$ cat config.mk
export PLATFORM = sky130hd
export DESIGN_NAME = rv32i_halt_monitor
export DESIGN_NICKNAME = d
export VERILOG_FILES = /design/src/rtl/rv32i_mon_pkg.sv /design/src/rtl/rv32i_mon_counter.sv /design/src/rtl/rv32i_halt_monitor.sv
export SDC_FILE = /design/constraint.sdc
export NUM_CORES = 1
export LEC_CHECK = 0
export CAP_MARGIN = 30
export CORE_MARGIN = 4
export CORE_UTILIZATION = 46
export DETAILED_ROUTE_END_ITERATION = 10
export PLACE_DENSITY = 0.83
export SYNTH_ARGS = -nofsm -noshare
export SYNTH_HDL_FRONTEND = slang
export SYNTH_SLANG_ARGS = --single-unit
$ cat constraint.sdc
create_clock -name clk_i -period 2.5 [get_ports clk_i]
set_clock_uncertainty 0.05 [all_clocks]
set_input_delay 0.5 -clock clk_i [delete_from_list [all_inputs] [get_ports clk_i]]
set_output_delay 0.5 -clock clk_i [all_outputs]
set_load 0.02 [all_outputs]
$ cat src/rtl/rv32i_mon_pkg.sv
// Shared types and constants for the RV32I halt monitor.
// Holds the FSM state encoding and the canonical self-jump word.
package rv32i_mon_pkg;

  typedef logic [1:0] mon_state_t;

  localparam mon_state_t ST_IDLE    = 2'd0;
  localparam mon_state_t ST_RUN     = 2'd1;
  localparam mon_state_t ST_SUSPECT = 2'd2;
  localparam mon_state_t ST_HALTED  = 2'd3;

  // jal x0, 0 : the conventional "spin here forever" end of program
  localparam logic [31:0] RV32I_HALT_INSN = 32'h0000_006F;

endpackage

$ cat src/rtl/rv32i_mon_counter.sv
// 32-bit wrapping event counter for the halt monitor.
// Ports: clk_i, reset_i (async, high), clear_i (sync), en_i, count_o.
module rv32i_mon_counter (
  input  logic        clk_i,
  input  logic        reset_i,
  input  logic        clear_i,
  input  logic        en_i,
  output logic [31:0] count_o
);

  logic [31:0] count_q;
  logic [31:0] count_d;

  always_comb begin
    count_d = count_q;
    if (clear_i)
      count_d = '0;
    else if (en_i)
      count_d = count_q + 32'd1;
  end

  always_ff @(posedge clk_i or posedge reset_i) begin
    if (reset_i)
      count_q <= '0;
    else
      count_q <= count_d;
  end

  assign count_o = count_q;

endmodule

$ cat src/rtl/rv32i_halt_monitor.sv
// Detects end of program: HALT_COUNT consecutive fetches of HALT_INSN
// at one PC. Sticky halt until clear_i or reset_i.
// Ports: clk_i, reset_i (async, high), fetch_valid_i, imem_addr_i,
//   imem_data_i, clear_i (sync) ; halt_o, halt_pc_o, running_o,
//   cycle_count_o, instret_o.
// Macro HALT_MON_PERF_EN builds the perf counters; otherwise they
// read constant 0.
module rv32i_halt_monitor
  import rv32i_mon_pkg::*;
#(
  parameter logic [31:0] HALT_INSN  = RV32I_HALT_INSN,
  parameter int unsigned HALT_COUNT = 5
) (
  input  logic        clk_i,
  input  logic        reset_i,
  input  logic        fetch_valid_i,
  input  logic [31:0] imem_addr_i,
  input  logic [31:0] imem_data_i,
  input  logic        clear_i,
  output logic        halt_o,
  output logic [31:0] halt_pc_o,
  output logic        running_o,
  output logic [31:0] cycle_count_o,
  output logic [31:0] instret_o
);

  localparam int SW = $clog2(HALT_COUNT + 1);
  localparam logic [SW-1:0] STREAK_MAX = SW'(HALT_COUNT);

  mon_state_t    state_q, state_d;
  logic [SW-1:0] streak_q, streak_d;
  logic [31:0]   spc_q, spc_d;
  logic [31:0]   hpc_q, hpc_d;

  logic is_halt;
  logic same_pc;
  logic streak_full;

  assign is_halt     = (imem_data_i == HALT_INSN);
  assign same_pc     = (imem_addr_i == spc_q);
  assign streak_full = (streak_q == STREAK_MAX);

  always_comb begin
    state_d  = state_q;
    streak_d = streak_q;
    spc_d    = spc_q;
    hpc_d    = hpc_q;
    if (clear_i) begin
      state_d  = ST_IDLE;
      streak_d = '0;
      spc_d    = '0;
      hpc_d    = '0;
    end else begin
      unique case (state_q)
        ST_IDLE, ST_RUN, ST_SUSPECT: begin
          // A full streak is registered one edge before halt is
          // declared; fetches in that cycle do not touch the streak.
          if (streak_full) begin
            state_d = ST_HALTED;
            hpc_d   = spc_q;
          end else if (fetch_valid_i) begin
            if (is_halt) begin
              state_d = ST_SUSPECT;
              if (streak_q != '0 && same_pc) begin
                streak_d = streak_q + SW'(1);
              end else begin
                // new streak, or restart at a different PC
                streak_d = SW'(1);
                spc_d    = imem_addr_i;
              end
            end else begin
              state_d  = ST_RUN;
              streak_d = '0;
            end
          end
        end
        ST_HALTED: state_d = ST_HALTED;
        default:   state_d = ST_IDLE;
      endcase
    end
  end

  always_ff @(posedge clk_i or posedge reset_i) begin
    if (reset_i) begin
      state_q  <= ST_IDLE;
      streak_q <= '0;
      spc_q    <= '0;
      hpc_q    <= '0;
    end else begin
      state_q  <= state_d;
      streak_q <= streak_d;
      spc_q    <= spc_d;
      hpc_q    <= hpc_d;
    end
  end

  assign halt_o    = (state_q == ST_HALTED);
  assign halt_pc_o = hpc_q;
  assign running_o = (state_q == ST_RUN) || (state_q == ST_SUSPECT);

`ifdef HALT_MON_PERF_EN
  logic cyc_en;
  logic ins_en;

  assign cyc_en = running_o;
  // the fetch that leaves IDLE is retired too
  assign ins_en = fetch_valid_i &&
                  (running_o || (state_q == ST_IDLE));

  rv32i_mon_counter u_cyc (
    .clk_i   (clk_i),
    .reset_i (reset_i),
    .clear_i (clear_i),
    .en_i    (cyc_en),
    .count_o (cycle_count_o)
  );

  rv32i_mon_counter u_ins (
    .clk_i   (clk_i),
    .reset_i (reset_i),
    .clear_i (clear_i),
    .en_i    (ins_en),
    .count_o (instret_o)
  );
`else
  assign cycle_count_o = '0;
  assign instret_o     = '0;
`endif

endmodule

Yosys cells after proc, flatten, opt, wreduce, memory -nomap -nowiden
Cells that the tools add are included.

Register bits after elaboration: 69.

Reductions and logical operators: 12. Muxes and demuxes: 20. Eq/ne operators: 9. Add/subtract/negate cells: 1.

Operators with widths (count): 2-to-1 mux 32 bit (9); == test 32 bit (1); == test 32 x 7 -> 1 bit, second input constant (1); 2-to-1 mux 3 bit (6); 2-to-1 mux 2 bit (4); nonzero test 2 bit (4); AND reduction 5 bit (1); == test 2 bit, second input constant (2); inequality test 2 bit, second input constant (2); inequality test 4 bit, second input constant (1); one-hot mux 2 bit (2 select lines) (1); adder 3 x 1 -> 3 bit, second input constant (1); == test 3 bit, second input constant (1); AND reduction 3 bit (1); nonzero test 3 bit (1); OR reduction 3 bit (1); == test 2 x 1 -> 1 bit, second input constant (1); zero test 2 bit (1); AND reduction 2 bit (1); logical AND 1 bit (1); logical OR 1 bit (1).

Depth between registers and ports, before layout
Depth in word-level cells: 8. Gate-level depth with buffers: 9. Gate-level depth less buffers: 7.

Worst setup path after synthesis
OpenSTA, ideal clock, no wires.

Kind: register to register. Start point: register state_q[0]. End point: register spc_q[0]. Slack: 417 ps. Clock period less this slack: 2083 ps. Library setup time: 131 ps. Path buffers: 2. Cell stages (with the launch flop): 9. Arrival: 1902 ps. Path through: dfrtp_1 > ha_1 > a21oi_1 > nand3_1 > or3_1 > clkbuf_1 > buf_2 > a32oi_1 > nand3_1.

Cells in the longest elaborated chain, start to end: 4. Elaborated cells on any way between the ends: 6. Classes of those cells: eq/ne (2); reduce/logical (4).

RTL lines: start, declared (line rv32i_halt_monitor.sv:30) `mon_state_t state_q, state_d;`; start signal, assigned (line rv32i_halt_monitor.sv:90) `state_q <= state_d;`; == test 2 x 1 -> 1 bit, or another cell as far along (line rv32i_halt_monitor.sv:54) `unique case (state_q)`; OR reduction 3 bit * (line rv32i_halt_monitor.sv:54); nonzero test 2 bit (no source line) *; AND reduction 5 bit (no source line) *; end signal, assigned (line rv32i_halt_monitor.sv:92) `spc_q <= spc_d;`; end, declared (line rv32i_halt_monitor.sv:32) `logic [31:0] spc_q, spc_d;`.

Every way passes the cells marked *; elsewhere a longest branch is shown, timed or not. A chain may end at the register's enable or synchronous reset.

Worst setup path after layout
Start point: input imem_addr_i[17]. End point: register streak_q[1].

Cells in the longest elaborated chain, start to end: 8.

RTL lines: start, declared (line rv32i_halt_monitor.sv:17) `input logic [31:0] imem_addr_i,`; == test 32 bit (line rv32i_halt_monitor.sv:40) `assign same_pc = (imem_addr_i == spc_q);`; logical AND 1 bit (line rv32i_halt_monitor.sv:64) `if (streak_q != '0 && same_pc) begin`; 2-to-1 mux 3 bit (line rv32i_halt_monitor.sv:64); 2-to-1 mux 3 bit (line rv32i_halt_monitor.sv:62) `if (is_halt) begin`; 2-to-1 mux 3 bit (line rv32i_halt_monitor.sv:61) `end else if (fetch_valid_i) begin`; 2-to-1 mux 3 bit (line rv32i_halt_monitor.sv:58) `if (streak_full) begin`; 2-to-1 mux 3 bit (line rv32i_halt_monitor.sv:54); 2-to-1 mux 3 bit (line rv32i_halt_monitor.sv:48) `if (clear_i) begin`; end signal, assigned (line rv32i_halt_monitor.sv:91) `streak_q <= streak_d;`; end, declared (line rv32i_halt_monitor.sv:31) `logic [SW-1:0] streak_q, streak_d;`.

No other way between the ends. The select of a mux whose other input is x is not followed.

==> impl_metrics.env <==
export IMPL_slowest_delay_ns=0.49
export IMPL_crit_type="input port to register"
export IMPL_status="completed"
export IMPL_setup_worst_path_start_class="input port"
export IMPL_crit_slowest_cell="clkdlybuf4s50_1"
export IMPL_nets=686
export IMPL_synthCells=505
export IMPL_grt_overflow_total=0
export IMPL_drive_gt1_share_pct=11.81
export IMPL_hp_class="register to register"
export IMPL_die_w_um=110.3
export IMPL_synth_edf_count=0
export IMPL_fillCellCount=898
export IMPL_rows=37
export IMPL_post_cts_setup_buffers=0
export IMPL_worst_ep_arrival_time_ns=2.59
export IMPL_finalPower_uw=2511
export IMPL_avgSynthCellArea_um2=9.534
export IMPL_slew_headroom_pct=47.13
export IMPL_diodes=0
export IMPL_synth_async_reset_ratio_pct=100.0
export IMPL_cts_resized=0
export IMPL_path_max_fanout=33
export IMPL_synth_ff_type="dfrtp_1"
export IMPL_yosysSeqAreaShare_pct=35.86
export IMPL_netlist_area_um2=4815
export IMPL_cts_sinks=69
export IMPL_numPlacedInstances=739
export IMPL_place_gp_congestion=0.8427
export IMPL_antenna_found_initial=0
export IMPL_fin_crit_sh_pct=93.60
export IMPL_critPathRequiredTime_ns=2.75
export IMPL_routed_wl_mm=14.80
export IMPL_final_max_slew_viol_count=0
export IMPL_worstMarginPinSlew_ns=0.7922
export IMPL_maxCapViolations=0
export IMPL_grt_usage_pct=23.93
export IMPL_ys_types=37
export IMPL_grt_max_degree=70
export IMPL_fmaxAchievable_ghz=0.4274
export IMPL_route_detailed_drc=0
export IMPL_clock_path_buffers=2
export IMPL_insertion_delay_ns=0.35
export IMPL_portBuffers=101
export IMPL_ios=166
export IMPL_path_common_cell="buf_4"
export IMPL_final_cell_mix="clkdlybuf4s50_1 (101), dfrtp_1 (69), conb_1 (64)"
export IMPL_period_needed_ns=2.340
export IMPL_wire_per_inst_um=19.63
export IMPL_leakage_uw=0.002647
export IMPL_layout_cells_most_common="clkdlybuf4s50_1"
export IMPL_drtIter0Drc=462
export IMPL_cts_buffers=9
export IMPL_core_um2=10280
export IMPL_grt_pass1_vias=4580
export IMPL_htree_levels=3
export IMPL_layoutNonFillerInstCount=754
export IMPL_syn_to_final_growth_pct=28.48
export IMPL_yosys_warnings=0
export IMPL_holdBufCountCts=0
export IMPL_rsz0062_at_grt="no"
export IMPL_die_area_um2=12170
export IMPL_r2r_slack_ns=0.38
export IMPL_crit_family="buffers and inverters"
export IMPL_dieHeight_um=110.3
export IMPL_path_buf_inv=3
export IMPL_setup_viol_count_final=0
export IMPL_path_clk_slew_ns=0.08
export IMPL_hold_viol=0
export IMPL_p_per_area_nw_per_um2=406.0
export IMPL_cp_end_kind="register"
export IMPL_viasPerCell=6.261
export IMPL_cts_root_buf="clkbuf_8"
export IMPL_ant_nets=0
export IMPL_via_count=4721
export IMPL_grt_pass1_wl_mm=22.78
export IMPL_crit_chain="clkdlybuf4s50_1, xor2_1, nor4_1, buf_4, nand4_1, buf_4, nor4b_1, a22o_1"
export IMPL_yosys_register_bits=69
export IMPL_cts_tree="built"
export IMPL_dp_hpwl_mm=9.896
export IMPL_ir_drop_mv=0.1958
export IMPL_dr_pass1_iters=5
export IMPL_start_util_pct=46.85
[power by group]
group          switching, uW  internal (uW)  total [uW]  leakage [uW]
sequential             0.724           1120        1120      0.000963
clock                    430            583        1010      0.000105
combinational            234            148         381       0.00158
[routing by layer]
layer  up-vias  part of all wire, %  track usage, %
li1       2056                    -               -
met1      2220                   39           31.18
met2       380                   46           36.92
met3        65                   11           5.533
met4         0                  4.2           12.75
met5         -                    0               0
[flip-flops by register name (all words and copies together), names as in the netlist]
register and flops:
halt_pc_o 32, spc_q 32, streak_q 3, state_q 2
[cells by family after synthesis]
kind of cell,count (synthesis),share of synthesized area [%]
compound gates,105,18.74
xor+xnor,32,5.821
fa+ha+maj,4,1.040
buf+inv,123,15.36
flops,69,35.86
other cells,1,0.07789
simple gates,171,23.10
[final cells by class]
class	count	area (um2)	share of cell area, %
Clock buffer	11	141.4	2.286
Multi-Input combinational cell	376	2605	42.11
Timing Repair Buffer	153	1451	23.46
Inverter	5	18.77	0.3034
Sequential cell	69	1727	27.91
Clock inverter	4	72.57	1.173
Tap cell	136	170.2	2.751
[worst paths after layout]
check | endpoint | from | depth (start not counted)
worst max register to register | streak_q[1] | spc_q[13] | 6
worst max-delay path | streak_q[1] | imem_addr_i[17] | 8
worst min-delay path | halt_pc_o[31] | halt_pc_o[31] | 1
max in group asynchronous | spc_q[10] | reset_i | 3
min in group asynchronous | halt_pc_o[2] | reset_i | 3
worst min register to register | halt_pc_o[31] | halt_pc_o[31] | 1
[through the flow]
step	setup TNS (ns)	area [um2]	hold slack [ns]	setup WS (ns)	util, %
2_1_floorplan	0	5051	0.4493	0.2101	-
3_3_place_gp	-0.1135	5966	0.4367	-0.05491	58.05
3_5_place_dp	-2.107	5966	0.4401	-0.1941	58.05
4_1_cts	0	6180	0.4577	0.1705	60.13
5_1_grt	0	6186	0.4644	0.03305	60.19
6_report	0	6186	0.4524	0.1600	60.19
[Yosys cell counts (2+ instances only)]
| cell type | instances | share of area (%) |
|---|---|---|
| clkbuf_1 | 32 | 2.5 |
| o2111ai_1 | 32 | 5.8 |
| a22o_1 | 34 | 6.2 |
| ha_1 | 4 | 1.0 |
| buf_2 | 17 | 1.8 |
| dfrtp_1 | 69 | 36 |
| nor4_1 | 12 | 1.6 |
| nor2b_1 | 32 | 4.2 |
| xor2_1 | 20 | 3.6 |
| nand2_1 | 3 | 0.23 |
| buf_4 | 64 | 10 |
| or3_1 | 3 | 0.39 |
| nor4b_1 | 33 | 6.0 |
| nor4bb_1 | 2 | 0.42 |
| xnor2_1 | 12 | 2.2 |
| nand2b_1 | 3 | 0.39 |
| a41oi_1 | 2 | 0.36 |
| nand4_1 | 35 | 4.5 |
| nor3_1 | 2 | 0.21 |
| nor2_1 | 4 | 0.31 |
| a32oi_1 | 32 | 5.8 |
| a21oi_1 | 3 | 0.31 |
| inv_1 | 4 | 0.31 |
| nand3_1 | 36 | 3.7 |
| dlygate4sd1_1 | 3 | 0.55 |
(Power assumes the default switching activity.)
